**config.mk**
```make
export PLATFORM = sky130hd
export DESIGN_NAME = seg_scan_controller_flat
export DESIGN_NICKNAME = d
export VERILOG_FILES = /design/src/rtl/seg_scan_controller_if.sv /design/src/rtl/seg_scan_controller.sv /design/src/flat_wrapper.sv
export SDC_FILE = /design/constraint.sdc
export NUM_CORES = 1
export LEC_CHECK = 0
export ABC_AREA = 1
export CAP_MARGIN = 20
export CORE_AREA = 3 3 113 115
export DETAILED_ROUTE_END_ITERATION = 8
export DIE_AREA = 0 0 116 118
export PLACE_DENSITY_LB_ADDON = 0.3
export SLEW_MARGIN = 20
export SYNTH_ARGS = -nofsm -noshare
export SYNTH_HDL_FRONTEND = slang
export SYNTH_SLANG_ARGS = --single-unit
```
**constraint.sdc**
```tcl
create_clock -name clk_i -period 2.3 [get_ports clk_i]
set_input_delay 0.345 -clock clk_i [delete_from_list [all_inputs] [get_ports clk_i]]
set_output_delay 0.345 -clock clk_i [all_outputs]
set_load 0.05 [all_outputs]
```
**src/rtl/seg_scan_controller_if.sv**
```systemverilog
// Display-side bundle of the seven-segment scan controller: staged load
// inputs toward the controller, per-digit drive back out.
interface seg_scan_controller_if;
  logic [31:0] digit_data;
  logic [7:0]  digit_en;
  logic [7:0]  dp;
  logic        load;
  logic        load_ack;
  logic [3:0]  bin;
  logic        dp_out;
  logic [2:0]  digit_sel;
  logic [7:0]  anode;

  modport master (
    output digit_data, digit_en, dp, load,
    input  load_ack, bin, dp_out, digit_sel, anode
  );

  modport slave (
    input  digit_data, digit_en, dp, load,
    output load_ack, bin, dp_out, digit_sel, anode
  );
endinterface

```
**src/rtl/seg_scan_controller.sv**
```systemverilog
// Eight-digit common-anode scan controller: BLANK/DRIVE visit per digit,
// double-buffered contents swapped only at the 7->0 frame boundary.
module seg_scan_controller #(
  parameter int REFRESH_DIV  = 100000,
  parameter int BLANK_CYCLES = 1000
) (
  input  logic                  clk_i,
  input  logic                  rst_ni,
  seg_scan_controller_if.slave  bus
);
  localparam int NUM_DIG = 8;
  localparam int CNT_MAX = (REFRESH_DIV > BLANK_CYCLES) ? REFRESH_DIV : BLANK_CYCLES;
  localparam int CW      = $clog2(CNT_MAX + 1);

  typedef enum logic {BLANK, DRIVE} state_e;

  typedef struct packed {
    logic [4*NUM_DIG-1:0] data;
    logic [NUM_DIG-1:0]   en;
    logic [NUM_DIG-1:0]   dp;
  } disp_t;

  state_e             state_q, state_d;
  logic [CW-1:0]      cnt_q, cnt_d;
  logic [2:0]         idx_q, idx_d;
  disp_t              act_q, act_d;
  disp_t              stg_q, stg_d;
  logic               pend_q, pend_d;
  logic [NUM_DIG-1:0] anode_q, anode_d;
  logic [3:0]         bin_q, bin_d;
  logic               dpo_q, dpo_d;
  logic [2:0]         sel_q, sel_d;
  logic               ack_q, ack_d;

  always_ff @(posedge clk_i or negedge rst_ni) begin
    if (!rst_ni) begin
      state_q <= BLANK;
      cnt_q   <= '0;
      idx_q   <= '0;
      act_q   <= '0;
      stg_q   <= '0;
      pend_q  <= 1'b0;
      anode_q <= '1;
      bin_q   <= '0;
      dpo_q   <= 1'b0;
      sel_q   <= '0;
      ack_q   <= 1'b0;
    end else begin
      state_q <= state_d;
      cnt_q   <= cnt_d;
      idx_q   <= idx_d;
      act_q   <= act_d;
      stg_q   <= stg_d;
      pend_q  <= pend_d;
      anode_q <= anode_d;
      bin_q   <= bin_d;
      dpo_q   <= dpo_d;
      sel_q   <= sel_d;
      ack_q   <= ack_d;
    end
  end

  always_comb begin
    state_d = state_q;
    cnt_d   = cnt_q + CW'(1);
    idx_d   = idx_q;
    act_d   = act_q;
    stg_d   = stg_q;
    pend_d  = pend_q;
    anode_d = anode_q;
    bin_d   = bin_q;
    dpo_d   = dpo_q;
    sel_d   = sel_q;
    ack_d   = 1'b0;

    case (state_q)
      BLANK: begin
        if (cnt_q == CW'(BLANK_CYCLES - 1)) begin
          state_d        = DRIVE;
          cnt_d          = '0;
          anode_d        = '1;
          anode_d[idx_q] = ~act_q.en[idx_q];
        end
      end
      DRIVE: begin
        if (cnt_q == CW'(REFRESH_DIV - 1)) begin
          state_d = BLANK;
          cnt_d   = '0;
          idx_d   = idx_q + 3'd1;
          anode_d = '1;
          if (idx_q == 3'd7 && pend_q) begin
            act_d  = stg_q;
            pend_d = 1'b0;
            ack_d  = 1'b1;
          end
          // Digit-select side updates a whole blank interval ahead of the anode.
          sel_d = idx_d;
          bin_d = act_d.data[{idx_d, 2'b00} +: 4];
          dpo_d = act_d.dp[idx_d];
        end
      end
      default: begin
        state_d = BLANK;
        cnt_d   = '0;
        anode_d = '1;
      end
    endcase

    // Evaluated after the swap so a load on the boundary cycle stays pending.
    if (bus.load) begin
      stg_d.data = bus.digit_data;
      stg_d.en   = bus.digit_en;
      stg_d.dp   = bus.dp;
      pend_d     = 1'b1;
    end
  end

  assign bus.anode     = anode_q;
  assign bus.bin       = bin_q;
  assign bus.dp_out    = dpo_q;
  assign bus.digit_sel = sel_q;
  assign bus.load_ack  = ack_q;
endmodule

```
**src/flat_wrapper.sv**
```systemverilog
// flat-port wrapper written by rule: the top's interface ports become plain ports
module seg_scan_controller_flat 
#(
  parameter int REFRESH_DIV  = 100000,
  parameter int BLANK_CYCLES = 1000
)
  (clk_i, rst_ni, bus_digit_data, bus_digit_en, bus_dp, bus_load, bus_load_ack, bus_bin, bus_dp_out, bus_digit_sel, bus_anode);
  seg_scan_controller_if bus_i ();
  input  logic clk_i;
  input  logic rst_ni;
  input wire logic [$bits(bus_i.digit_data)-1:0] bus_digit_data;
  input wire logic [$bits(bus_i.digit_en)-1:0] bus_digit_en;
  input wire logic [$bits(bus_i.dp)-1:0] bus_dp;
  input wire logic [$bits(bus_i.load)-1:0] bus_load;
  output wire logic [$bits(bus_i.load_ack)-1:0] bus_load_ack;
  output wire logic [$bits(bus_i.bin)-1:0] bus_bin;
  output wire logic [$bits(bus_i.dp_out)-1:0] bus_dp_out;
  output wire logic [$bits(bus_i.digit_sel)-1:0] bus_digit_sel;
  output wire logic [$bits(bus_i.anode)-1:0] bus_anode;
  assign bus_i.digit_data = bus_digit_data;
  assign bus_i.digit_en = bus_digit_en;
  assign bus_i.dp = bus_dp;
  assign bus_i.load = bus_load;
  assign bus_load_ack = bus_i.load_ack;
  assign bus_bin = bus_i.bin;
  assign bus_dp_out = bus_i.dp_out;
  assign bus_digit_sel = bus_i.digit_sel;
  assign bus_anode = bus_i.anode;
  seg_scan_controller #(.REFRESH_DIV(REFRESH_DIV), .BLANK_CYCLES(BLANK_CYCLES)) u_core (.clk_i(clk_i), .rst_ni(rst_ni), .bus(bus_i));
endmodule
```
## Yosys cells after proc, flatten, opt, wreduce, memory -nomap -nowiden

Index checks and enable logic that the tools add are counted.

| storage, ports and cells | value |
|---|---|
| logic and storage cells | 64 |
| register bits | 132 |
| input bits | 51 |
| output and inout bits | 17 |

| operators by class | value |
|---|---|
| shift-type cells | 1 |
| add/subtract/negate cells | 2 |
| magnitude comparators | 3 |
| multiplexer cells | 25 |
| bitwise gates (word level) | 4 |
| equal/unequal tests | 6 |
| reduce and logical (&&, ||, !) cells | 9 |

Operators by type and width:

| cell | count |
|---|---|
| $mux W48 | 3 |
| $mux W17 | 2 |
| $pmux W17 S2 | 1 |
| $shiftx A32 B6 Y4 | 1 |
| $add A17 B1 Y17 const B | 1 |
| $eq A17 B10 Y1 const B | 1 |
| $eq A17 B17 Y1 const B | 1 |
| $mux W8 | 2 |
| $pmux W8 S2 | 1 |
| $mux W1 | 12 |
| $lt A3 B4 Y1 const B | 2 |
| $not A8 Y8 | 1 |
| $or A8 B8 Y8 | 1 |
| $bmux W1 S3 | 2 |
| $reduce_and A3 Y1 | 2 |
| $reduce_bool A2 Y1 | 3 |
| $reduce_and A2 Y1 | 2 |
| $add A3 B1 Y3 const B | 1 |
| $demux W1 S3 | 1 |
| $eq A3 B3 Y1 const B | 1 |
| $ge A3 B1 Y1 const B | 1 |
| $ne A3 B3 Y1 const B | 1 |
| $logic_and A1 B1 Y1 | 2 |
| $ne A2 B1 Y1 const B | 1 |
| other kinds (3) | 4 |

## Logic depth before layout (Yosys ltp)

| logic depth | value |
|---|---|
| depth in word-level cells | 8 |
| depth in mapped cells | 12 |
| mapped depth without buffers | 11 |

## Worst setup path after synthesis

No wires, ideal clock.

| path | value |
|---|---|
| path kind | reg-to-reg |
| from | register u_core.idx_q[1] |
| to | register u_core.dpo_q, in the netlist u_core.bus.dp_out |
| period minus slack after synthesis | 2.102 ns |
| buffers on the path | 2 |
| data arrival time | 1.977 ns |
| cell stages (with the launch flop) | 12 |
| library setup time | 0.125 ns |
| slack | 0.198 ns |
| data required time | 2.175 ns |
| cell sequence | dfrtp_1 -> ha_1 -> ha_1 -> buf_2 -> nand2_1 -> buf_2 -> o21ai_0 -> nand2_1 -> nand3_1 -> nand2_1 -> nand2_1 -> nand3_1 |

| on the way | value |
|---|---|
| longest elaborated chain between the ends | 7 |
| elaborated cells on any way between the ends | 8 |
| classes of those cells | add/sub (1); eq/ne (1); mux (5); reduce/logical (1) |

RTL lines:

| item | RTL line | source |
|---|---|---|
| start: declaration | seg_scan_controller.sv:25 | `logic [2:0] idx_q, idx_d;` |
| start signal: assignment | seg_scan_controller.sv:51 | `idx_q <= idx_d;` |
| $eq A3 B3 Y1 | seg_scan_controller.sv:91 | `if (idx_q == 3'd7 && pend_q) begin` |
| $logic_and A1 B1 Y1 | seg_scan_controller.sv:91 |  |
| $mux W48 | seg_scan_controller.sv:91 |  |
| $mux W48 | seg_scan_controller.sv:86 | `if (cnt_q == CW'(REFRESH_DIV - 1)) begin` |
| $mux W48 | seg_scan_controller.sv:76 | `case (state_q)` |
| $bmux W1 S3 * | seg_scan_controller.sv:99 | `dpo_d = act_d.dp[idx_d];` |
| $mux W1 (implied by the code) * | seg_scan_controller.sv:99 |  |
| end signal: assignment | seg_scan_controller.sv:57 | `dpo_q <= dpo_d;` |
| end: declaration | seg_scan_controller.sv:31 | `logic dpo_q, dpo_d;` |

Mark *: on every way between the ends. The rest lies on a longest branch, timed or not. The select of a mux whose other input is x is not followed.
A chain may end at the register's enable or synchronous reset.

## Worst setup path in the final report

| path | value |
|---|---|
| from | register u_core.anode_q[2], in the netlist u_core.bus.anode[2] |
| to | output bus_anode[2] |

RTL lines:

| item | RTL line | source |
|---|---|---|
| start: declaration | seg_scan_controller.sv:29 | `logic [NUM_DIG-1:0] anode_q, anode_d;` |
| start signal: assignment | seg_scan_controller.sv:55 | `anode_q <= anode_d;` |
| end: declaration | flat_wrapper.sv:19 | `output wire logic [$bits(bus_i.anode)-1:0] bus_anode;` |

No word-level cell between the ends.

==> metrics.md <==
| Metric | Value |
|---|---|
| Crit path from | u_core.bus.anode[2]$_DFFE_PN1P_ |
| Avg Vias per Cell | ~5.1 |
| Crit start category | flop |
| Yosys reg bits | approximately 130 |
| Worst endpoint data arrival time | approximately 1800 ps |
| Sink Count | 132 |
| First-pass iteration count of the detailed router | 5 |
| CTS buffer count | 17 |
| Routed len/inst | 13.0 µm |
| DRT iter0 DRCs | around 470 |
| Max incr delay on CP | ~800 ps |
| Die Area | 13700 µm² |
| Synthesized cell area | 6710 µm² |
| Die width | between 100 and 150 µm |
| Htree depth | 4 |
| Initial antenna violation count | 0 |
| Layout cells sized above 1 | under 10% |
| Final WS setup | ~210 ps |
| # rows | 40 |
| Critical Path Fanout Max | 2 |
| Largest net degree at the start of global routing | 55 |
| Status | complete, no violations |
| Routability cong. | between 0.8 and 0.9 |
| Slew HR | between 60% and 70% |
| Syn Area/Cell | about 7.4 µm² |
| Latest clock arrival within the worst-skew pair | approximately 420 ps |
| EDFF count, synth | 0 |
| Most frequent cells in the layout | nand2_1, dfrtp_1, inv_1 |
| Slowest CP cell | clkdlybuf4s50_1 |
| Ys Warns | 0 |
| Hold Crit Start | bus_load |
| Final ANT Viol Nets | 0 |
| R2R depth | 11 |
| Initial Util | 56.4% |
| Hold Path Class | input pin to flop |
| Dominant synthesized flop cell | dfrtp_1 |
| Via Count | a little under 6000 |
| Core box area | around 12000 µm² |
| Max Cap Viol | 0 |
| Die height | roughly 120 µm |
| VDD IR max | about 0.47 mV |
| Commonest non-fill, non-tap cell in the layout | nand2_1 |
| Critical Path End | bus_anode[2] |
| PortBufs | 67 |
| Sequential share of the synthesized area | roughly 50% |
| Grt ovf | 0 |
| Worst setup path class | flop to output port |
| Number of global-route vias before repair | 5504 |
| Cell count after synthesis | slightly above 900 |
| Layout area overhead | 20.9% |
| Quantity of gates resized following cts | 0 |
| Fillers | roughly 1000 |
| First-pass GRT wire length | 25800 µm |
| Period utilization | between 90% and 100% |
| Count of different cell masters after synthesis | 29 |
| Critical R2R Capture | u_core.bus.bin[3]$_DFFE_PN0P_ |
| Syn_nets | just under 1000 |
| Setup crit end kind | output port |
| Root Driver | clkbuf_16 |
| Crit path cell chain | clkdlybuf4s50_1 |
| LEAKAGE | 0.00436 µW |
| Data required, critical path | 1960 ps |
| F_max | approximately 480 MHz |
| Setup violations, final | 0 |
| DRC viols | 0 |
| Dpl ws | roughly 370 ps |
| Antenna diode instance count | 0 |
| GRT Total Usage | 23.5% |
| Final wirelength | about 15000 µm |
| Crit path buf inv count | 1 |
| P per Cell Area | 652 nW/µm² |
| Share of synthesized registers carrying an async set or reset | 100% |
| RSZ-0062 raised after global routing | false |
| Stages on the worst setup path | 1 |
| Delay-heaviest family, CP | buffers and inverters |
| Worst-case clock skew | 7.42 ps |
| Final hold violations | 0 |
| Final Core Density | about 70% |
| Placed wire-length estimate | between 10000 and 15000 µm |
| Slew Limit Fails | 0 |
| Worst-path clk slew | 50 ps |
| Post-layout net count | ~1000 |
| Final setup TNS | 0 ps |
| TritonCTS clock tree | built |
| Tmin final | approximately 2100 ps |
| R2r startpoint | u_core.idx_q[1]$_DFFE_PN0P_ |
| Flop2flop setup slack | 330 ps |
| Worst slew pin tran | about 540 ps |
| Ports | 68 |
| CTS Buffer Depth | 2 |
==> layer usage <==
metal / GRT usage, % / part of all wire [%] / vias up
met5: 0 / 0 / -
met1: 33.4 / 48 / 2672
met3: 5.81 / 5.2 / 12
li1: - / - / 2944
met2: 35.5 / 46 / 146
met4: 7.25 / 1.1 / 0
==> final cells by class <==
class / instances / area (µm²) / area share (%)
Multi-Input combinational cell: 622 / 2770 / 34.2
Sequential cell: 132 / 3310 / 40.8
Tap cell: 147 / 184 / 2.27
Clock inverter: 12 / 134 / 1.65
Clock buffer: 19 / 443 / 5.46
Inverter: 116 / 435 / 5.36
Timing Repair Buffer: 85 / 836 / 10.3
==> timing repair <==
action                    CTS  global route
hold endpoints to repair   28             0
buffers inserted            0             0
hold buffers                1             0
==> how the worst min path moves through the flow <==
stage | to | depth (start not counted)
global placement | u_core.cnt_q[11]$_DFF_PN0_ | 1
finish | u_core.stg_q[45]$_DFFE_PN0P_ | 3
CTS | u_core.stg_q[45]$_DFFE_PN0P_ | 3
floorplan | u_core.act_q[0]$_DFFE_PN0P_ | 0
detailed placement | u_core.cnt_q[11]$_DFF_PN0_ | 1
global route | u_core.stg_q[44]$_DFFE_PN0P_ | 3
==> cells in the mapped netlist, types with 3 or more instances <==
library cell / number / area, µm²
ha_1: 3 / 37.5
dfstp_2: 8 / 210
nor3_1: 6 / 30.0
inv_1: 110 / 413
nor2_2: 6 / 37.5
nand3_1: 97 / 485
clkbuf_1: 18 / 67.6
nor2_1: 45 / 169
buf_4: 4 / 30.0
nand2_1: 341 / 1280
dfrtp_1: 124 / 3100
inv_2: 4 / 15.0
and2_1: 29 / 181
xor2_1: 7 / 61.3
nand3b_1: 8 / 60.1
o21ai_1: 6 / 30.0
a21oi_1: 3 / 15.0
buf_2: 15 / 75.1
o21ai_0: 59 / 295
==> per-stage QoR <==
stage	std cells	hold WS, ps	total power [µW]	area, µm²
6_report	1133	313	5290	8120
5_1_grt	1133	335	5480	8120
4_1_cts	1133	313	5340	8120
3_5_place_dp	1101	321	2730	7530
3_3_place_gp	1101	321	2720	7530
2_1_floorplan	910	49.4	2550	6710
==> report_power, final <==
part / internal [µW] / switching (µW) / total (µW)
clock network: 1610 / 986 / 2600
registers: 2400 / 42.6 / 2440
logic: 118 / 129 / 247
==> kinds of logic after synthesis <==
kind of cell / after synthesis / share of synthesized area (%)
flip-flops: 132 / 49.3
buffers and inverters: 156 / 9.34
AND/OR/NAND/NOR: 541 / 34.5
AO/OA/AOI/OAI: 71 / 5.37
XOR/XNOR: 7 / 0.913
adder cells (fa/ha/maj): 3 / 0.559
==> sequential cells by signal, summed over array words and instances, names as in the netlist <==
register,cells
u_core.act_q,48
u_core.bus.anode,8
u_core.bus.bin,4
u_core.bus.dp_out,1
u_core.bus.load_ack,1
u_core.cnt_q,17
u_core.idx_q,3
u_core.pend_q,1
u_core.state_q,1
u_core.stg_q,48
Power figures use the tool's default switching activity.
